## src/rtl/alu_issue_unit_if.sv

```systemverilog
// Bundle between the decode stage, the ALU and the writeback stage.
// The request/response handshakes and the ALU operand/result wires travel
// together so the issue unit takes a single bus port.
interface alu_issue_unit_if #(
  parameter int TAG_W = 5
);
  // Request side (from decode)
  logic             req_valid;
  logic             req_ready;
  logic [2:0]       req_funct3;
  logic             req_funct7b5;
  logic             req_is_imm;
  logic [31:0]      req_rs1;
  logic [31:0]      req_rs2;
  logic [31:0]      req_imm;
  logic [TAG_W-1:0] req_tag;

  // ALU side
  logic [31:0]      read_data1;
  logic [31:0]      read_data2;
  logic [3:0]       control_signal;
  logic [31:0]      result;
  logic             zero_bit;

  // Response side (to writeback)
  logic             rsp_valid;
  logic             rsp_ready;
  logic [31:0]      rsp_result;
  logic             rsp_zero;
  logic [TAG_W-1:0] rsp_tag;
  logic             rsp_err;

  // Environment: issues requests, models the ALU, consumes responses
  modport master (
    output req_valid, req_funct3, req_funct7b5, req_is_imm,
           req_rs1, req_rs2, req_imm, req_tag,
    input  req_ready,
    input  read_data1, read_data2, control_signal,
    output result, zero_bit,
    input  rsp_valid, rsp_result, rsp_zero, rsp_tag, rsp_err,
    output rsp_ready
  );

  // Issue unit
  modport slave (
    input  req_valid, req_funct3, req_funct7b5, req_is_imm,
           req_rs1, req_rs2, req_imm, req_tag,
    output req_ready,
    output read_data1, read_data2, control_signal,
    input  result, zero_bit,
    output rsp_valid, rsp_result, rsp_zero, rsp_tag, rsp_err,
    input  rsp_ready
  );
endinterface

```

## src/rtl/alu_issue_unit.sv

```systemverilog
// ALU issue unit: queues decoded R/I-type requests, maps funct3/funct7 to
// the 4-bit ALU control code, drives the ALU for ALU_LAT cycles and returns
// the captured result on a valid/ready response port, strictly in order.
// Optional feature macro: ALU_ISSUE_ILLEGAL_EN -- when defined, unsupported
// funct3 values are flagged and answered with rsp_err=1 without touching
// the ALU; when undefined they execute as ADD and rsp_err is tied low.
module alu_issue_unit #(
  parameter int DEPTH   = 4,
  parameter int ALU_LAT = 1,
  parameter int TAG_W   = 5
) (
  input  logic           clk,
  input  logic           rst_n,
  alu_issue_unit_if.slave bus
);
  localparam int AW = $clog2(DEPTH);
  localparam int CW = $clog2(ALU_LAT + 1);
  localparam logic [CW-1:0] CNT_INIT = CW'(ALU_LAT);
  localparam logic [CW-1:0] CNT_ONE  = CW'(1);
  localparam logic [AW:0]   PTR_ONE  = (AW+1)'(1);

  localparam logic [3:0] CTRL_AND = 4'b0000;
  localparam logic [3:0] CTRL_OR  = 4'b0001;
  localparam logic [3:0] CTRL_ADD = 4'b0010;
  localparam logic [3:0] CTRL_XOR = 4'b0100;
  localparam logic [3:0] CTRL_SLT = 4'b0101;
  localparam logic [3:0] CTRL_SUB = 4'b0110;

  typedef struct packed {
`ifdef ALU_ISSUE_ILLEGAL_EN
    logic             err;
`endif
    logic [3:0]       ctrl;
    logic [31:0]      op1;
    logic [31:0]      op2;
    logic [TAG_W-1:0] tag;
  } entry_t;

  typedef enum logic [1:0] {IDLE, WAIT, RESP} state_t;

  // FIFO storage and pointers (extra MSB distinguishes full from empty)
  entry_t          mem [DEPTH];
  entry_t          head_reg;
  entry_t          push_entry;
  logic [AW:0]     wr_ptr_reg;
  logic [AW:0]     rd_ptr_reg;
  logic            head_valid_reg;
  logic            full;
  logic            empty;
  logic            push;
  logic            pop;

  // Sequencer and registered outputs
  state_t           state_reg;
  logic [CW-1:0]    cnt_reg;
  logic [31:0]      read_data1_reg;
  logic [31:0]      read_data2_reg;
  logic [3:0]       ctrl_reg;
  logic [TAG_W-1:0] tag_reg;
  logic             rsp_valid_reg;
  logic [31:0]      rsp_result_reg;
  logic             rsp_zero_reg;
  logic [TAG_W-1:0] rsp_tag_reg;

  assign full  = (wr_ptr_reg[AW] != rd_ptr_reg[AW]) &&
                 (wr_ptr_reg[AW-1:0] == rd_ptr_reg[AW-1:0]);
  assign empty = (wr_ptr_reg == rd_ptr_reg);
  assign push  = bus.req_valid && !full;
  // head_reg is one cycle behind the pointers, so the head is only consumed
  // once head_valid_reg confirms it; IDLE is never entered sooner than two
  // cycles after a pop, which leaves time for both to catch up.
  assign pop   = (state_reg == IDLE) && head_valid_reg;

  // Decode the request into the ALU control code and the operand pair
  always_comb begin
    push_entry     = '0;
    push_entry.op1 = bus.req_rs1;
    push_entry.op2 = bus.req_is_imm ? bus.req_imm : bus.req_rs2;
    push_entry.tag = bus.req_tag;
    case (bus.req_funct3)
      3'b000:  push_entry.ctrl = (bus.req_funct7b5 && !bus.req_is_imm) ? CTRL_SUB : CTRL_ADD;
      3'b111:  push_entry.ctrl = CTRL_AND;
      3'b110:  push_entry.ctrl = CTRL_OR;
      3'b100:  push_entry.ctrl = CTRL_XOR;
      3'b010:  push_entry.ctrl = CTRL_SLT;
      default: begin
        // Shifts and SLTU are not handled by this ALU
        push_entry.ctrl = CTRL_ADD;
`ifdef ALU_ISSUE_ILLEGAL_EN
        push_entry.err  = 1'b1;
`endif
      end
    endcase
  end

  // Entry write and registered head read; unreset so it maps onto RAM
  always_ff @(posedge clk) begin
    if (push) begin
      mem[wr_ptr_reg[AW-1:0]] <= push_entry;
    end
    head_reg <= mem[rd_ptr_reg[AW-1:0]];
  end

  // FIFO pointer bookkeeping and head-valid tracking
  always_ff @(posedge clk or negedge rst_n) begin
    if (!rst_n) begin
      wr_ptr_reg     <= '0;
      rd_ptr_reg     <= '0;
      head_valid_reg <= 1'b0;
    end else begin
      if (push) begin
        wr_ptr_reg <= wr_ptr_reg + PTR_ONE;
      end
      if (pop) begin
        rd_ptr_reg <= rd_ptr_reg + PTR_ONE;
      end
      head_valid_reg <= !empty;
    end
  end

`ifdef ALU_ISSUE_ILLEGAL_EN
  logic rsp_err_reg;
`endif

  // Issue sequencer: pop, drive the ALU for ALU_LAT cycles, hold response
  always_ff @(posedge clk or negedge rst_n) begin
    if (!rst_n) begin
      state_reg      <= IDLE;
      cnt_reg        <= '0;
      read_data1_reg <= '0;
      read_data2_reg <= '0;
      ctrl_reg       <= '0;
      tag_reg        <= '0;
      rsp_valid_reg  <= 1'b0;
      rsp_result_reg <= '0;
      rsp_zero_reg   <= 1'b0;
      rsp_tag_reg    <= '0;
`ifdef ALU_ISSUE_ILLEGAL_EN
      rsp_err_reg    <= 1'b0;
`endif
    end else begin
      case (state_reg)
        IDLE: begin
          if (pop) begin
`ifdef ALU_ISSUE_ILLEGAL_EN
            if (head_reg.err) begin
              // Answer directly; ALU operands keep their previous values
              rsp_valid_reg  <= 1'b1;
              rsp_result_reg <= '0;
              rsp_zero_reg   <= 1'b0;
              rsp_tag_reg    <= head_reg.tag;
              rsp_err_reg    <= 1'b1;
              state_reg      <= RESP;
            end else
`endif
            begin
              read_data1_reg <= head_reg.op1;
              read_data2_reg <= head_reg.op2;
              ctrl_reg       <= head_reg.ctrl;
              tag_reg        <= head_reg.tag;
              cnt_reg        <= CNT_INIT;
              state_reg      <= WAIT;
            end
          end
        end
        WAIT: begin
          if (cnt_reg == CNT_ONE) begin
            rsp_valid_reg  <= 1'b1;
            rsp_result_reg <= bus.result;
            rsp_zero_reg   <= bus.zero_bit;
            rsp_tag_reg    <= tag_reg;
`ifdef ALU_ISSUE_ILLEGAL_EN
            rsp_err_reg    <= 1'b0;
`endif
            state_reg      <= RESP;
          end else begin
            cnt_reg <= cnt_reg - CNT_ONE;
          end
        end
        RESP: begin
          if (bus.rsp_ready) begin
            rsp_valid_reg <= 1'b0;
            state_reg     <= IDLE;
          end
        end
        default: state_reg <= IDLE;
      endcase
    end
  end

  assign bus.req_ready      = !full;
  assign bus.read_data1     = read_data1_reg;
  assign bus.read_data2     = read_data2_reg;
  assign bus.control_signal = ctrl_reg;
  assign bus.rsp_valid      = rsp_valid_reg;
  assign bus.rsp_result     = rsp_result_reg;
  assign bus.rsp_zero       = rsp_zero_reg;
  assign bus.rsp_tag        = rsp_tag_reg;
`ifdef ALU_ISSUE_ILLEGAL_EN
  assign bus.rsp_err        = rsp_err_reg;
`else
  assign bus.rsp_err        = 1'b0;
`endif
endmodule
```

## src/flat_wrapper.sv

```systemverilog
// flat-port wrapper written by rule: the top's interface ports become plain ports
module alu_issue_unit_flat 
#(
  parameter int DEPTH   = 4,
  parameter int ALU_LAT = 1,
  parameter int TAG_W   = 5
)
  (clk, rst_n, bus_req_valid, bus_req_funct3, bus_req_funct7b5, bus_req_is_imm, bus_req_rs1, bus_req_rs2, bus_req_imm, bus_req_tag, bus_req_ready, bus_read_data1, bus_read_data2, bus_control_signal, bus_result, bus_zero_bit, bus_rsp_valid, bus_rsp_result, bus_rsp_zero, bus_rsp_tag, bus_rsp_err, bus_rsp_ready);
  alu_issue_unit_if #(.TAG_W(TAG_W)) bus_i ();
  input  logic clk;
  input  logic rst_n;
  input wire logic [$bits(bus_i.req_valid)-1:0] bus_req_valid;
  input wire logic [$bits(bus_i.req_funct3)-1:0] bus_req_funct3;
  input wire logic [$bits(bus_i.req_funct7b5)-1:0] bus_req_funct7b5;
  input wire logic [$bits(bus_i.req_is_imm)-1:0] bus_req_is_imm;
  input wire logic [$bits(bus_i.req_rs1)-1:0] bus_req_rs1;
  input wire logic [$bits(bus_i.req_rs2)-1:0] bus_req_rs2;
  input wire logic [$bits(bus_i.req_imm)-1:0] bus_req_imm;
  input wire logic [$bits(bus_i.req_tag)-1:0] bus_req_tag;
  output wire logic [$bits(bus_i.req_ready)-1:0] bus_req_ready;
  output wire logic [$bits(bus_i.read_data1)-1:0] bus_read_data1;
  output wire logic [$bits(bus_i.read_data2)-1:0] bus_read_data2;
  output wire logic [$bits(bus_i.control_signal)-1:0] bus_control_signal;
  input wire logic [$bits(bus_i.result)-1:0] bus_result;
  input wire logic [$bits(bus_i.zero_bit)-1:0] bus_zero_bit;
  output wire logic [$bits(bus_i.rsp_valid)-1:0] bus_rsp_valid;
  output wire logic [$bits(bus_i.rsp_result)-1:0] bus_rsp_result;
  output wire logic [$bits(bus_i.rsp_zero)-1:0] bus_rsp_zero;
  output wire logic [$bits(bus_i.rsp_tag)-1:0] bus_rsp_tag;
  output wire logic [$bits(bus_i.rsp_err)-1:0] bus_rsp_err;
  input wire logic [$bits(bus_i.rsp_ready)-1:0] bus_rsp_ready;
  assign bus_i.req_valid = bus_req_valid;
  assign bus_i.req_funct3 = bus_req_funct3;
  assign bus_i.req_funct7b5 = bus_req_funct7b5;
  assign bus_i.req_is_imm = bus_req_is_imm;
  assign bus_i.req_rs1 = bus_req_rs1;
  assign bus_i.req_rs2 = bus_req_rs2;
  assign bus_i.req_imm = bus_req_imm;
  assign bus_i.req_tag = bus_req_tag;
  assign bus_req_ready = bus_i.req_ready;
  assign bus_read_data1 = bus_i.read_data1;
  assign bus_read_data2 = bus_i.read_data2;
  assign bus_control_signal = bus_i.control_signal;
  assign bus_i.result = bus_result;
  assign bus_i.zero_bit = bus_zero_bit;
  assign bus_rsp_valid = bus_i.rsp_valid;
  assign bus_rsp_result = bus_i.rsp_result;
  assign bus_rsp_zero = bus_i.rsp_zero;
  assign bus_rsp_tag = bus_i.rsp_tag;
  assign bus_rsp_err = bus_i.rsp_err;
  assign bus_i.rsp_ready = bus_rsp_ready;
  alu_issue_unit #(.DEPTH(DEPTH), .ALU_LAT(ALU_LAT), .TAG_W(TAG_W)) u_core (.clk(clk), .rst_n(rst_n), .bus(bus_i));
endmodule
```

## config.mk

```make
export PLATFORM = sky130hd
export DESIGN_NAME = alu_issue_unit_flat
export DESIGN_NICKNAME = d
export VERILOG_FILES = /design/src/rtl/alu_issue_unit_if.sv /design/src/rtl/alu_issue_unit.sv /design/src/flat_wrapper.sv
export SDC_FILE = /design/constraint.sdc
export NUM_CORES = 1
export LEC_CHECK = 0
export ABC_AREA = 1
export CORE_MARGIN = 8
export CORE_UTILIZATION = 58
export DETAILED_ROUTE_END_ITERATION = 16
export PLACE_DENSITY = 0.84
export SYNTH_ARGS = -nofsm -noshare
export SYNTH_HDL_FRONTEND = slang
export SYNTH_SLANG_ARGS = --single-unit
```

## constraint.sdc

```tcl
create_clock -name clk -period 9.58 [get_ports clk]
set_input_delay 1.437 -clock clk [delete_from_list [all_inputs] [get_ports clk]]
set_output_delay 1.437 -clock clk [all_outputs]
set_load 0.02 [all_outputs]
```

==> summary.md <==
| Metric | Value |
|---|---|
| Result of the run | finished, final reports clean |
| Final Instance Count excl. Fillers | a little under 2000 |
| Detailed-route via count | approximately 11000 |
| Routed length on met1 | 15.12 mm |
| Fraction of final layout cells with drive strength greater than 1 | 9.948% |
| Horizontal die dimension | 188.3 um |
| Synthesis-stage register bit count | 481 |
| Min-Delay Path Class | flop to flop |
| Kind of capture point of the worst setup path | output pin |
| Area of the core | between 0.02 and 0.03 sq mm |
| Detail-routed net length per standard cell | roughly 20 um |
| Count of hold-fix buffers inserted at cts | 0 |
| CTS tree | yes |
| Syn Inst Count | 1269 |
| Buf/Inv on CP | 1 |
| Input/output buffers | about 250 |
| Critical path cell sequence | xnor2_1 -> nand3_1 -> clkdlybuf4s50_1 |
| Power density over cell area | around 340 mW/mm^2 |
| First DRT Iteration DRCs | 926 |
| Met3 Wirelength | 2.905 mm |
| Sequential-to-total area share from yosys stat | between 70% and 80% |
| Gp weighted congestion | about 0.8 |
| Actual slew at the worst max-slew pin | 1.253 ns |
| Slowest cell on crit path | dfrtp_4 |
| Post-layout nets | roughly 1700 |
| Syn-to-layout area delta | 24.37% |
| Total die area | approximately 0.035 sq mm |
| Total global routing overflow | 0 |
| Final slew viol count | 0 |
| Remaining number of nets flagged by the antenna check after routing | 0 |
| Number of resized instances in the post-cts repair step | 0 |
| Kind of start point of the critical path | flop |
| Via count of the first global-routing pass | about 11000 |
| Pin count of the biggest net entering global routing | about 120 |
| Routed wire length | between 30 and 40 mm |
| Clock Tree Root | clkbuf_16 |
| Initial standard-cell utilization of the core | about three fifths |
| Post-synth cell types | 27 |
| Most common library cell in the layout ignoring fill and taps | edfxtp_1 |
| Worst path required time | slightly above 8 ns |
| Count of pins on the block boundary | between 200 and 300 |
| Critical path's top delay family | flip-flops |
| Layout Skew | 0.01865 ns |
| All-Layer GR Usage | a little over a fifth |
| Global-route wire length before repair | between 60 and 70 mm |
| Maxcap violations | 0 |
| Max Fclk | approximately 250 MHz |
| Highest-count cells in the layout ignoring fill and taps | edfxtp_1, clkdlybuf4s50_1, nand2_1 |
| CTS H-tree lvls | 2 |
| Clock insertion delay at the later pin of the skew report | between 0.5 and 0.6 ns |
| Synth Cell Area | ~0.017 sq mm |
| Yosys warnings | 0 |
| Initial antenna violation count | 1 |
| Row Count | 63 |
| Remaining DRCs | 0 |
| Vert. Die Dim | 188.3 um |
| Amount of wire on met2 after detailed routing | 19.74 mm |
| Biggest area contributors in the synthesized netlist | edfxtp_1, dfrtp_1, dfxtp_1 |
| Count of endpoints failing setup in the final report | 0 |
| Number of flip-flops under the largest register name | 288 |
| Post CTS Setup Buffer Count | 0 |
| Share of the clock period used by the worst path | between 40% and 50% |
| Maximum clock path buffer count | 3 |
| Sum of negative setup slack | 0 ns |
| Headroom to the max-slew limit | 16.29% |
| RSZ-0062 raised after global routing | false |
| Number of buffers created by CTS | 45 |
| Reported leakage power | 0.008123 uW |
| Total half-perimeter wirelength after legalization and detailed placement | 23.32 mm |
| Arrival time of the worst setup path | 2.56 ns |
| Pre-antenna DRT Iters | 7 |
| Syn avg cell area | around 14 sq um |
| Area share of the largest cell type after synthesis | 50.25% |
| Maximum VDD drop | ~180 uV |
| Worst Path Max Fanout | 62 |
| Placed cell count | ~1800 |
| Top cell type by total area after synthesis | edfxtp_1 |
| Final hold vios | 0 |
| Average vias per placed instance | ~5.6 |
| Delay contributed by the slowest stage of the critical path | about 0.84 ns |
| Clock transition at path regs | 0.06 ns |
| Clock tree sinks | slightly below 500 |
| Final critical path time including I/O delays and setup | 3.994 ns |
| Worst setup path category | flop to output pin |
| Top routing layer used | met4 |
## cells by family (layout without fill, tap and decap cells)
group                      after synthesis  count (layout)  synth area share [%]
adders and majority gates                5               5                0.3635
buffers and inverters                   93             361                 2.428
and+or+nand+nor                        393             393                 8.950
AOI/OAI and AO/OA                      222             222                 6.994
DFF                                    481             481                 76.23
xor gates and xnor gates                 3               3                0.1527
muxes                                   71              71                 4.864
other                                    1               3               0.02179
## synthesized netlist by cell type (all sizes together)
library cell and instances:
a211oi 1, a21oi 2, buf 27, clkbuf 49
conb 1, dfrtp 121, dfxtp 72, edfxtp 288
ha 5, inv 17, mux2 71, nand2 193
nand3 43, nand3b 1, nand4 1, nor2 155
o21ai 147, o22ai 72, xnor2 1, xor2 2
## cell type report
| cell class | count | area [sq um] |
|---|---|---|
| diodes | 1 | 2.502 |
| repair buffers | 261 | 2584 |
| inverters | 17 | 67.56 |
| flip-flops and latches | 481 | 13120 |
| multi-input cells | 696 | 3707 |
| fillers | 1755 | 7999 |
| clock inverters | 19 | 198.9 |
| clock buffers | 64 | 1232 |
| well taps | 390 | 488.0 |
## through the flow
stage / util [%] / hold WS (ns) / instance area [sq um] / power [uW] / setup slack, ns
2_1_floorplan: - / 0.4173 / 17210 / 4692 / 4.504
3_5_place_dp: 67.92 / 0.4265 / 19970 / 5654 / 5.389
3_3_place_gp: 67.92 / 0.4331 / 19970 / 5545 / 5.438
4_1_cts: 72.79 / 0.4403 / 21400 / 7388 / 5.602
6_report: 72.79 / 0.4370 / 21400 / 7340 / 5.586
5_1_grt: 72.79 / 0.4588 / 21400 / 7724 / 5.460
## worst paths after layout
kind	from	to	slack (ns)	depth (start not counted)
min	u_core.head_reg[6]	u_core.bus.read_data2[1]	0.44	1
max in group asynchronous	rst_n	u_core.rd_ptr_reg[0]	7.66	1
min in group asynchronous	rst_n	u_core.bus.read_data1[25]	1.09	1
min reg2reg	u_core.head_reg[6]	u_core.bus.read_data2[1]	0.44	1
max	u_core.rd_ptr_reg[0]	bus_req_ready	5.59	3
max reg2reg	u_core.rd_ptr_reg[0]	u_core.mem[0][68]	6.02	5
## metal layers
| layer | track usage [%] | vias up |
|---|---|---|
| met4 | 6.273 | 0 |
| met5 | 0 | - |
| met1 | 26.84 | 5350 |
| met3 | 4.436 | 65 |
| met2 | 36.98 | 480 |
| li1 | - | 4953 |
## where the power goes
part	internal [uW]	switching [uW]	leakage [uW]
logic	995	1400	0.00273
registers	2930	290	0.00469
clock network	1010	714	0.000698
Note: power is estimated with default switching activity, not from simulation.
